### config.mk
export PLATFORM = sky130hd
export DESIGN_NAME = shift_rotate_iter
export DESIGN_NICKNAME = d
export VERILOG_FILES = /design/src/rtl/shift_rotate_iter.sv
export SDC_FILE = /design/constraint.sdc
export NUM_CORES = 1
export LEC_CHECK = 0
export CAP_MARGIN = 10
export CELL_PAD_IN_SITES_DETAIL_PLACEMENT = 0
export CELL_PAD_IN_SITES_GLOBAL_PLACEMENT = 1
export CORE_MARGIN = 2
export CORE_UTILIZATION = 45
export CTS_BUF_LIST = sky130_fd_sc_hd__clkbuf_4
export DETAILED_ROUTE_END_ITERATION = 10
export GPL_ROUTABILITY_DRIVEN = 0
export PLACE_DENSITY_LB_ADDON = 0.1
export SLEW_MARGIN = 20
export SYNTH_ARGS = -nofsm -noshare
export SYNTH_HDL_FRONTEND = slang
export SYNTH_SLANG_ARGS = --single-unit
### constraint.sdc
create_clock -name clk -period 5.5 [get_ports clk]
set_clock_uncertainty 0.15 [all_clocks]
set_input_delay 0.825 -clock clk [delete_from_list [all_inputs] [get_ports clk]]
set_output_delay 0.825 -clock clk [all_outputs]
set_load 0.005 [all_outputs]
### src/rtl/shift_rotate_iter.sv
// Multi-cycle shift/rotate engine that moves the operand one bit per clock on a valid/ready stream.
// Optional carry_out port enabled by defining SHIFT_CARRY_EN.
module shift_rotate_iter #(
  parameter  int WIDTH = 8,
  localparam int AMT_W = $clog2(WIDTH)
) (
  input  logic             clk,
  input  logic             rst_n,
  input  logic             in_valid,
  output logic             in_ready,
  input  logic [WIDTH-1:0] in_data,
  input  logic [2:0]       in_opcode,
  input  logic [AMT_W-1:0] in_amt,
  output logic             out_valid,
  input  logic             out_ready,
`ifdef SHIFT_CARRY_EN
  output logic             carry_out,
`endif
  output logic [WIDTH-1:0] out_data
);

  localparam logic [2:0] OP_SLL = 3'd0;
  localparam logic [2:0] OP_SRL = 3'd1;
  localparam logic [2:0] OP_SRA = 3'd2;
  localparam logic [2:0] OP_ROL = 3'd3;
  localparam logic [2:0] OP_ROR = 3'd4;

  typedef enum logic [1:0] {
    IDLE  = 2'd0,
    SHIFT = 2'd1,
    DONE  = 2'd2
  } state_t;

  // One-bit step of the working register for the given opcode.
  function automatic logic [WIDTH-1:0] step_fn(input logic [2:0] op, input logic [WIDTH-1:0] r);
    logic [WIDTH-1:0] n;
    case (op)
      OP_SLL:  n = {r[WIDTH-2:0], 1'b0};
      OP_SRL:  n = {1'b0, r[WIDTH-1:1]};
      OP_SRA:  n = {r[WIDTH-1], r[WIDTH-1:1]};
      OP_ROL:  n = {r[WIDTH-2:0], r[WIDTH-1]};
      OP_ROR:  n = {r[0], r[WIDTH-1:1]};
      default: n = r;
    endcase
    return n;
  endfunction

`ifdef SHIFT_CARRY_EN
  // Bit that leaves its position (shifted out or wrapped around) during one step.
  function automatic logic carry_fn(input logic [2:0] op, input logic [WIDTH-1:0] r);
    logic c;
    case (op)
      OP_SLL:  c = r[WIDTH-1];
      OP_ROL:  c = r[WIDTH-1];
      OP_SRL:  c = r[0];
      OP_SRA:  c = r[0];
      OP_ROR:  c = r[0];
      default: c = 1'b0;
    endcase
    return c;
  endfunction
`endif

  state_t           state_q, state_d;
  logic [WIDTH-1:0] work_q, work_d;
  logic [2:0]       op_q, op_d;
  logic [AMT_W-1:0] count_q, count_d;
  logic             in_ready_q, in_ready_d;
  logic             out_valid_q, out_valid_d;
  logic [WIDTH-1:0] out_data_q, out_data_d;
  logic [WIDTH-1:0] step_s;
`ifdef SHIFT_CARRY_EN
  logic             carry_q, carry_d;
`endif

  assign step_s = step_fn(op_q, work_q);

  // Next-state and next-output computation for the IDLE/SHIFT/DONE sequence.
  always_comb begin
    state_d     = state_q;
    work_d      = work_q;
    op_d        = op_q;
    count_d     = count_q;
    in_ready_d  = in_ready_q;
    out_valid_d = out_valid_q;
    out_data_d  = out_data_q;
`ifdef SHIFT_CARRY_EN
    carry_d     = carry_q;
`endif
    case (state_q)
      IDLE: begin
        if (in_valid && in_ready_q) begin
          work_d     = in_data;
          op_d       = in_opcode;
          count_d    = in_amt;
          in_ready_d = 1'b0;
          // Zero amount and pass-through opcodes complete without any step.
          if ((in_amt == {AMT_W{1'b0}}) || (in_opcode > OP_ROR)) begin
            state_d     = DONE;
            out_valid_d = 1'b1;
            out_data_d  = in_data;
`ifdef SHIFT_CARRY_EN
            carry_d     = 1'b0;
`endif
          end else begin
            state_d = SHIFT;
          end
        end else begin
          state_d = IDLE;
        end
      end
      SHIFT: begin
        work_d  = step_s;
        count_d = count_q - AMT_W'(1);
        if (count_q == AMT_W'(1)) begin
          state_d     = DONE;
          out_valid_d = 1'b1;
          out_data_d  = step_s;
`ifdef SHIFT_CARRY_EN
          carry_d     = carry_fn(op_q, work_q);
`endif
        end else begin
          state_d = SHIFT;
        end
      end
      DONE: begin
        if (out_ready) begin
          state_d     = IDLE;
          out_valid_d = 1'b0;
          in_ready_d  = 1'b1;
        end else begin
          state_d = DONE;
        end
      end
      default: begin
        state_d     = IDLE;
        in_ready_d  = 1'b1;
        out_valid_d = 1'b0;
        count_d     = {AMT_W{1'b0}};
      end
    endcase
  end

  // State and registered outputs, cleared asynchronously.
  always_ff @(posedge clk or negedge rst_n) begin
    if (!rst_n) begin
      state_q     <= IDLE;
      work_q      <= {WIDTH{1'b0}};
      op_q        <= 3'd0;
      count_q     <= {AMT_W{1'b0}};
      in_ready_q  <= 1'b1;
      out_valid_q <= 1'b0;
      out_data_q  <= {WIDTH{1'b0}};
`ifdef SHIFT_CARRY_EN
      carry_q     <= 1'b0;
`endif
    end else begin
      state_q     <= state_d;
      work_q      <= work_d;
      op_q        <= op_d;
      count_q     <= count_d;
      in_ready_q  <= in_ready_d;
      out_valid_q <= out_valid_d;
      out_data_q  <= out_data_d;
`ifdef SHIFT_CARRY_EN
      carry_q     <= carry_d;
`endif
    end
  end

  assign in_ready  = in_ready_q;
  assign out_valid = out_valid_q;
  assign out_data  = out_data_q;
`ifdef SHIFT_CARRY_EN
  assign carry_out = carry_q;
`endif

endmodule
==> metrics.md, run 1 <==
| Metric | Value |
|---|---|
| # Max-Cap Violations | 0 |
| Crit-path slowest cell | clkdlybuf4s50_1 |
| Sequential cell area | 652 um2 |
| Rows | 21 |
| Routed WL per cell | 16.0 um |
| Net Count, Synth | 167 |
| First-pass detailed-route iteration total | 4 |
| Post-DP HPWL | 2510 um |
| P_leak | 0.000751 uW |
| GR Util All Layers | 19.0% |
| Initial antenna violation count | 0 |
| P_sw | 387 uW |
| Setup violations, final | 0 |
| DRT iter0 DRCs | 62 |
| Ys flop type | dfrtp_1 |
| Unique masters post-synth | 46 |
| Vias per std cell | 5.81 |
| Worst-Skew Late Latency | 0.32 ns |
| Core box area | 3340 um2 |
| Setup Total Neg Slack | 0 ns |
| Post-synth top area share | 40.1% |
| Top post-synthesis cells by area | dfrtp_1, mux2_2, mux2i_1 |
| GR Overflow Total | 0 |
| Htree depth | 1 |
| Final instance area | 1900 um2 |
| Final hold viol count | 0 |
| FFs w/ async S/R, synth | 100% |
| Clk pwr share | 13.4% |
| TritonCTS Buffers | 3 |
| Clk slew on worst S/H paths | 0.15 ns |
| Worst path cell trace | clkdlybuf4s50_1 > nand2_2 > nor3_4 > a21oi_4 > mux2_2 |
| Overall routed net length | 3460 um |
| Final core utilization | 56.8% |
| Inst Count DP | 212 |
| Tmin final | 2.46 ns |
| First-pass GRT wire length | 6140 um |
| Non-Filler Instances | 216 |
| Final Net Count | 191 |
| Slew HR | 57.1% |
| Die Height | 62.9 um |
| Crit start category | input pin |
| Int Power | 605 uW |
| Comb power frac | 45.2% |
| WP data arrival | 2.53 ns |
| Post-CTS Hold Fix Bufs | 0 |
| Die area | 3960 um2 |
| Critical path required time | 5.57 ns |
| Clock Root Buffer | clkbuf_4 |
| Starting density of the core | 46.8% |
| Highest Clock Rate | 407 MHz |
| # DRC | 0 |
| Fin. max-slew vios | 0 |
| Power Density | 523 nW/um2 |
| Fin crit share | 44.7% |
| Post-CTS setup repair buffer count | 0 |
| Number of synthesized flops with an enable pin | 0 |
| Most frequent cells in the layout | clkdlybuf4s50_1, dfrtp_1, mux2_2 |
| Yosys reg bits | 26 |
| Critical path class | input pin to register |
| Slowest stage delay, CP | 0.56 ns |
| RSZ-0062 raised after global routing | false |
| Vias in the first global route | 1316 |
| Vias post-DR | 1256 |
| Worst Hold Class | register to register |
| Worst Path Buf+Inv | 1 |
| Post-detailed-route count of antenna-violating nets | 0 |
| Area occupied by multi-input gates | 827 um2 |
| Max Root-Sink Buffers | 2 |
| Port bufs | 27 |
| Largest net degree at the start of global routing | 27 |
| CTS tree | done |
| Post-synth top area cell | dfrtp_1 |
| Sw frac | 39.0% |
| Sequential share of the synthesized area | 41.7% |
| Gate Count Post-Synth | 147 |
| Area delta synth->final | 21.5% |
| Max FO, Critical Path | 11 |
| Cts repair resizes | 0 |
| Overall Power | 993 uW |
| I/O pin count | 28 |
| VDD IR max | 0.000263 V |
| Yosys Warn Count | 0 |
| CP top delay family | simple AND/OR/NAND/NOR gates |
| Status | finished clean |
| Element type at the critical path end | register |
| Syn Area/Cell | 10.6 um2 |
| Area after DPL | 1840 um2 |
| Die width | 62.9 um |
| Post-Syn Area | 1560 um2 |
| Most common cell after layout, fill and taps aside | clkdlybuf4s50_1 |
| Tightest Pin Transition | 0.640 ns |
| Clk sink count | 26 |
| Filler cells | 326 |
| Seq pwr share | 41.4% |
| Layout cells sized above 1 | 16.5% |
| Antenna cells | 0 |
[stage by stage]
step | setup slack (ns) | hold slack [ns]
2_1_floorplan | 3.48 | 0.318
3_3_place_gp | 2.76 | 0.331
3_5_place_dp | 2.70 | 0.335
4_1_cts | 3.05 | 0.370
5_1_grt | 2.94 | 0.404
6_report | 3.04 | 0.369
[power by group through the flow]
stage          clock, uW  sequential, uW  combinational [uW]
6_report             133             411                 449
3_3_place_gp           0             408                 439
3_5_place_dp           0             414                 449
5_1_grt              145             429                 497
2_1_floorplan          0             342                 372
4_1_cts              137             410                 452
[final timing paths]
check                      depth (start not counted)       from  slack [ns]     endpoint
setup / recovery                                   5   in_valid        3.04  out_data[6]
max in group asynchronous                          2      rst_n        4.19     in_ready
hold reg to reg                                    2  out_valid        0.37    out_valid
min in group asynchronous                          2      rst_n        0.70   count_q[0]
setup reg to reg                                   4   in_ready        3.51  out_data[6]
hold / removal                                     2  out_valid        0.37    out_valid
[cells by family (layout without fill, tap and decap cells)]
logic type | after synthesis | count (layout) | share of synthesized area (%)
mux | 18 | 18 | 12.6
compound gates | 54 | 54 | 26.3
fa+ha+maj | 2 | 2 | 1.60
flops | 26 | 26 | 41.7
simple gates | 27 | 27 | 10.3
xor+xnor | 3 | 3 | 2.16
buf+inv | 17 | 40 | 5.29
[worst register-to-register path, delay by kind of cell (launching register included)]
kind / cells / cell delay [ns]
muxes: 1 / 0.33
AOI/OAI and AO/OA: 1 / 0.21
DFF: 1 / 0.62
and+or+nand+nor: 2 / 0.58
[synth_stat cells (4+ instances only)]
master / count
buf_4: 4
a21oi_1: 4
o21ai_0: 6
o31ai_1: 5
mux2_2: 13
dfrtp_1: 25
inv_1: 8
o32ai_1: 4
nand2_1: 8
a211oi_1: 5
mux2i_1: 5
[layer usage]
metal | global-route usage (%) | vias up | wire, um
met4 | 4.17 | 0 | 14
met2 | 31.4 | 23 | 1660
li1 | - | 604 | -
met3 | 2.34 | 2 | 117
met5 | 0 | - | 0
met1 | 26.7 | 627 | 1660
[area by class of cell]
| class | instances | share of cell area [%] |
|---|---|---|
| clock buffers | 3 | 1.19 |
| clock inverters | 1 | 1.58 |
| inverters | 8 | 1.58 |
| multi-input cells | 104 | 43.6 |
| flip-flops and latches | 26 | 34.4 |
| well taps | 46 | 3.03 |
| repair buffers | 28 | 14.6 |
[registers in the layout, indices dropped and copies added (netlist names)]
register,cells
out_data,8
work_q,8
count_q,3
op_q,3
state_q,2
in_ready,1
out_valid,1
No activity file was read; power rests on OpenSTA's default activity.
==> run 2: changes to the inputs <==
CORE_UTILIZATION = 38   (was 45)
clock period = 2.2 ns   (was 5.5 ns; I/O delays follow)
==> run 2 against run 1 <==
Sequential share of layout area down 0.69 points. Critical path depth is 4 lower. Global-route usage shrank 2.0 points. Via count fell by 0.32%. Clock power rose by 57%. Clock-buffer cell count unchanged. Critical path type is now register to primary output.
==> metrics.md, run 2 (synthesis gave the netlist of run 1 again) <==
| Metric | Value |
|---|---|
| Max FO, Critical Path | 7 (was 11) |
| Overall Power | 2370 uW (was 993 uW) |
| Slowest stage delay, CP | 0.63 ns (was 0.56 ns) |
| CTS tree | done (unchanged) |
| VDD IR max | 0.000619 V (was 0.000263 V) |
| Vias per std cell | 5.49 (was 5.81) |
| Fin crit share | 89.1% |
| Initial antenna violation count | 0 (unchanged) |
| Core box area | 3970 um2 (was 3340 um2) |
| Worst Path Buf+Inv | 1 (unchanged) |
| CP top delay family | flip-flops (was simple AND/OR/NAND/NOR gates) |
| TritonCTS Buffers | 3 (unchanged) |
| Tightest Pin Transition | 0.536 ns (was 0.640 ns) |
| Die area | 4640 um2 (was 3960 um2) |
| R2r startpoint | count_q[0] (was in_ready) |
| First-pass detailed-route iteration total | 4 (unchanged) |
| WP data arrival | 1.48 ns (was 2.53 ns) |
| Highest Clock Rate | 510 MHz |
| Post-CTS Hold Fix Bufs | 0 (unchanged) |
| Final hold viol count | 0 (unchanged) |
| # Max-Cap Violations | 0 (unchanged) |
| Clk slew on worst S/H paths | 0.14 ns (was 0.15 ns) |
| Largest net degree at the start of global routing | 27 (unchanged) |
| Htree depth | 1 (unchanged) |
| Antenna cells | 0 (unchanged) |
| # DRC | 0 (unchanged) |
| Tmin final | 1.96 ns |
| Critical path required time | 1.72 ns (was 5.57 ns) |
| Area occupied by multi-input gates | 827 um2 (unchanged) |
| Port bufs | 27 (unchanged) |
| Power Density | 1230 nW/um2 (was 523 nW/um2) |
| Most frequent cells in the layout | clkdlybuf4s50_1, dfrtp_1, mux2_2 (unchanged) |
| RSZ-0062 raised after global routing | false (unchanged) |
| Setup Total Neg Slack | 0 ns (unchanged) |
| Vias post-DR | 1252 (was 1256) |
| Fin. max-slew vios | 0 (unchanged) |
| Layout cells sized above 1 | 19.7% (was 16.5%) |
| Final Net Count | 199 (was 191) |
| Crit start category | register (was input pin) |
| GR Util All Layers | 17.0% (was 19.0%) |
| Die width | 68.1 um (was 62.9 um) |
| Clk sink count | 26 (unchanged) |
| Rows | 23 (was 21) |
| Element type at the critical path end | primary output (was register) |
| Worst-Skew Late Latency | 0.32 ns (about the same) |
| Status | finished clean (unchanged) |
| Max Root-Sink Buffers | 2 (unchanged) |
| Post-CTS setup repair buffer count | 0 (unchanged) |
| Filler cells | 369 (was 326) |
| Post-detailed-route count of antenna-violating nets | 0 (unchanged) |
| Overall routed net length | 3470 um (was 3460 um) |
| Clock Root Buffer | clkbuf_4 (unchanged) |
| GR Overflow Total | 0 (unchanged) |
| Crit. Startpoint | in_ready (was in_valid) |
| Setup violations, final | 0 (unchanged) |
| Starting density of the core | 39.3% (was 46.8%) |
| I/O pin count | 28 (unchanged) |
| Sequential cell area | 652 um2 (unchanged) |
| Area delta synth->final | 24.0% (was 21.5%) |
| DRT iter0 DRCs | 74 (was 62) |
| Die Height | 68.1 um (was 62.9 um) |
| Crit-path slowest cell | dfstp_2 (was clkdlybuf4s50_1) |
| P_leak | 0.000779 uW (was 0.000751 uW) |
| Cts repair resizes | 0 (unchanged) |
| Worst Hold Class | input pin to asynchronous set/reset pin (was register to register) |
| Post-DP HPWL | 2610 um (was 2510 um) |
| Slew HR | 64.3% (was 57.1%) |
| First-pass GRT wire length | 5890 um (was 6140 um) |
| Most common cell after layout, fill and taps aside | clkdlybuf4s50_1 (unchanged) |
| Vias in the first global route | 1189 (was 1316) |
| Routed WL per cell | 15.2 um (was 16.0 um) |
| Critical path class | register to primary output (was input pin to register) |
| Worst path cell trace | clkdlybuf4s50_1 (was clkdlybuf4s50_1 > nand2_2 > nor3_4 > a21oi_4 > mux2_2) |
==> run 2: cell count changes in the layout (fill, tap and decap cells not counted), sizes merged <==
cell / previous run / this run
bufinv: 1 / 0
clkinv: 0 / 1
buf: 1 / 9
==> run 2: routing by layer <==
metal / vias up / GRT usage (%) / wire length [um] / part of all wire [%]
met5: - / 0 / 0 / 0
met3: 5 / 1.97 / 106 / 3.1
li1: 621 / - / - / -
met1: 601 / 23.1 / 1640 / 47
met2: 25 / 28.3 / 1680 / 48
met4: 0 / 5.25 / 42 / 1.2
==> run 2: final timing paths <==
kind / end / slack [ns] / cells after the start
hold reg to reg: out_valid / 0.36 / 2
min in group clk: out_valid / 0.36 / 2
max in group asynchronous: in_ready / 1.40 / 2
setup reg to reg: out_data[4] / 0.27 / 5
setup / recovery: in_ready / 0.24 / 1
hold / removal: count_q[0] / 0.20 / 2
==> run 2: per-stage QoR <==
stage | utilization (%) | setup slack [ns] | hold WS, ns | instance area (um2) | cells
floorplan | - | 0.478 | -0.116 | 1560 | 147
global route | 48.7 | 0.108 | 0.229 | 1940 | 228
CTS | 48.7 | 0.219 | 0.199 | 1940 | 228
finish | 48.7 | 0.241 | 0.204 | 1940 | 228
detailed placement | 48.1 | 0.0619 | 0.339 | 1910 | 224
global placement | 48.1 | 0.108 | 0.323 | 1910 | 224
==> run 2: layout make-up <==
type / instances / share of cell area (%)
multi-input cells: 104 / 42.7
flip-flops and latches: 26 / 33.7
repair buffers: 36 / 17.5
well taps: 50 / 3.23
inverters: 8 / 1.55
clock buffers: 3 / 1.16
clock inverters: 1 / 0.194
==> run 2: power breakdown <==
| part | internal, uW | leakage (uW) | total [uW] | switching (uW) |
|---|---|---|---|---|
| registers | 698 | 0.000318 | 985 | 287 |
| logic | 667 | 0.000446 | 1180 | 512 |
| clock network | 66.6 | 0.0000154 | 209 | 142 |
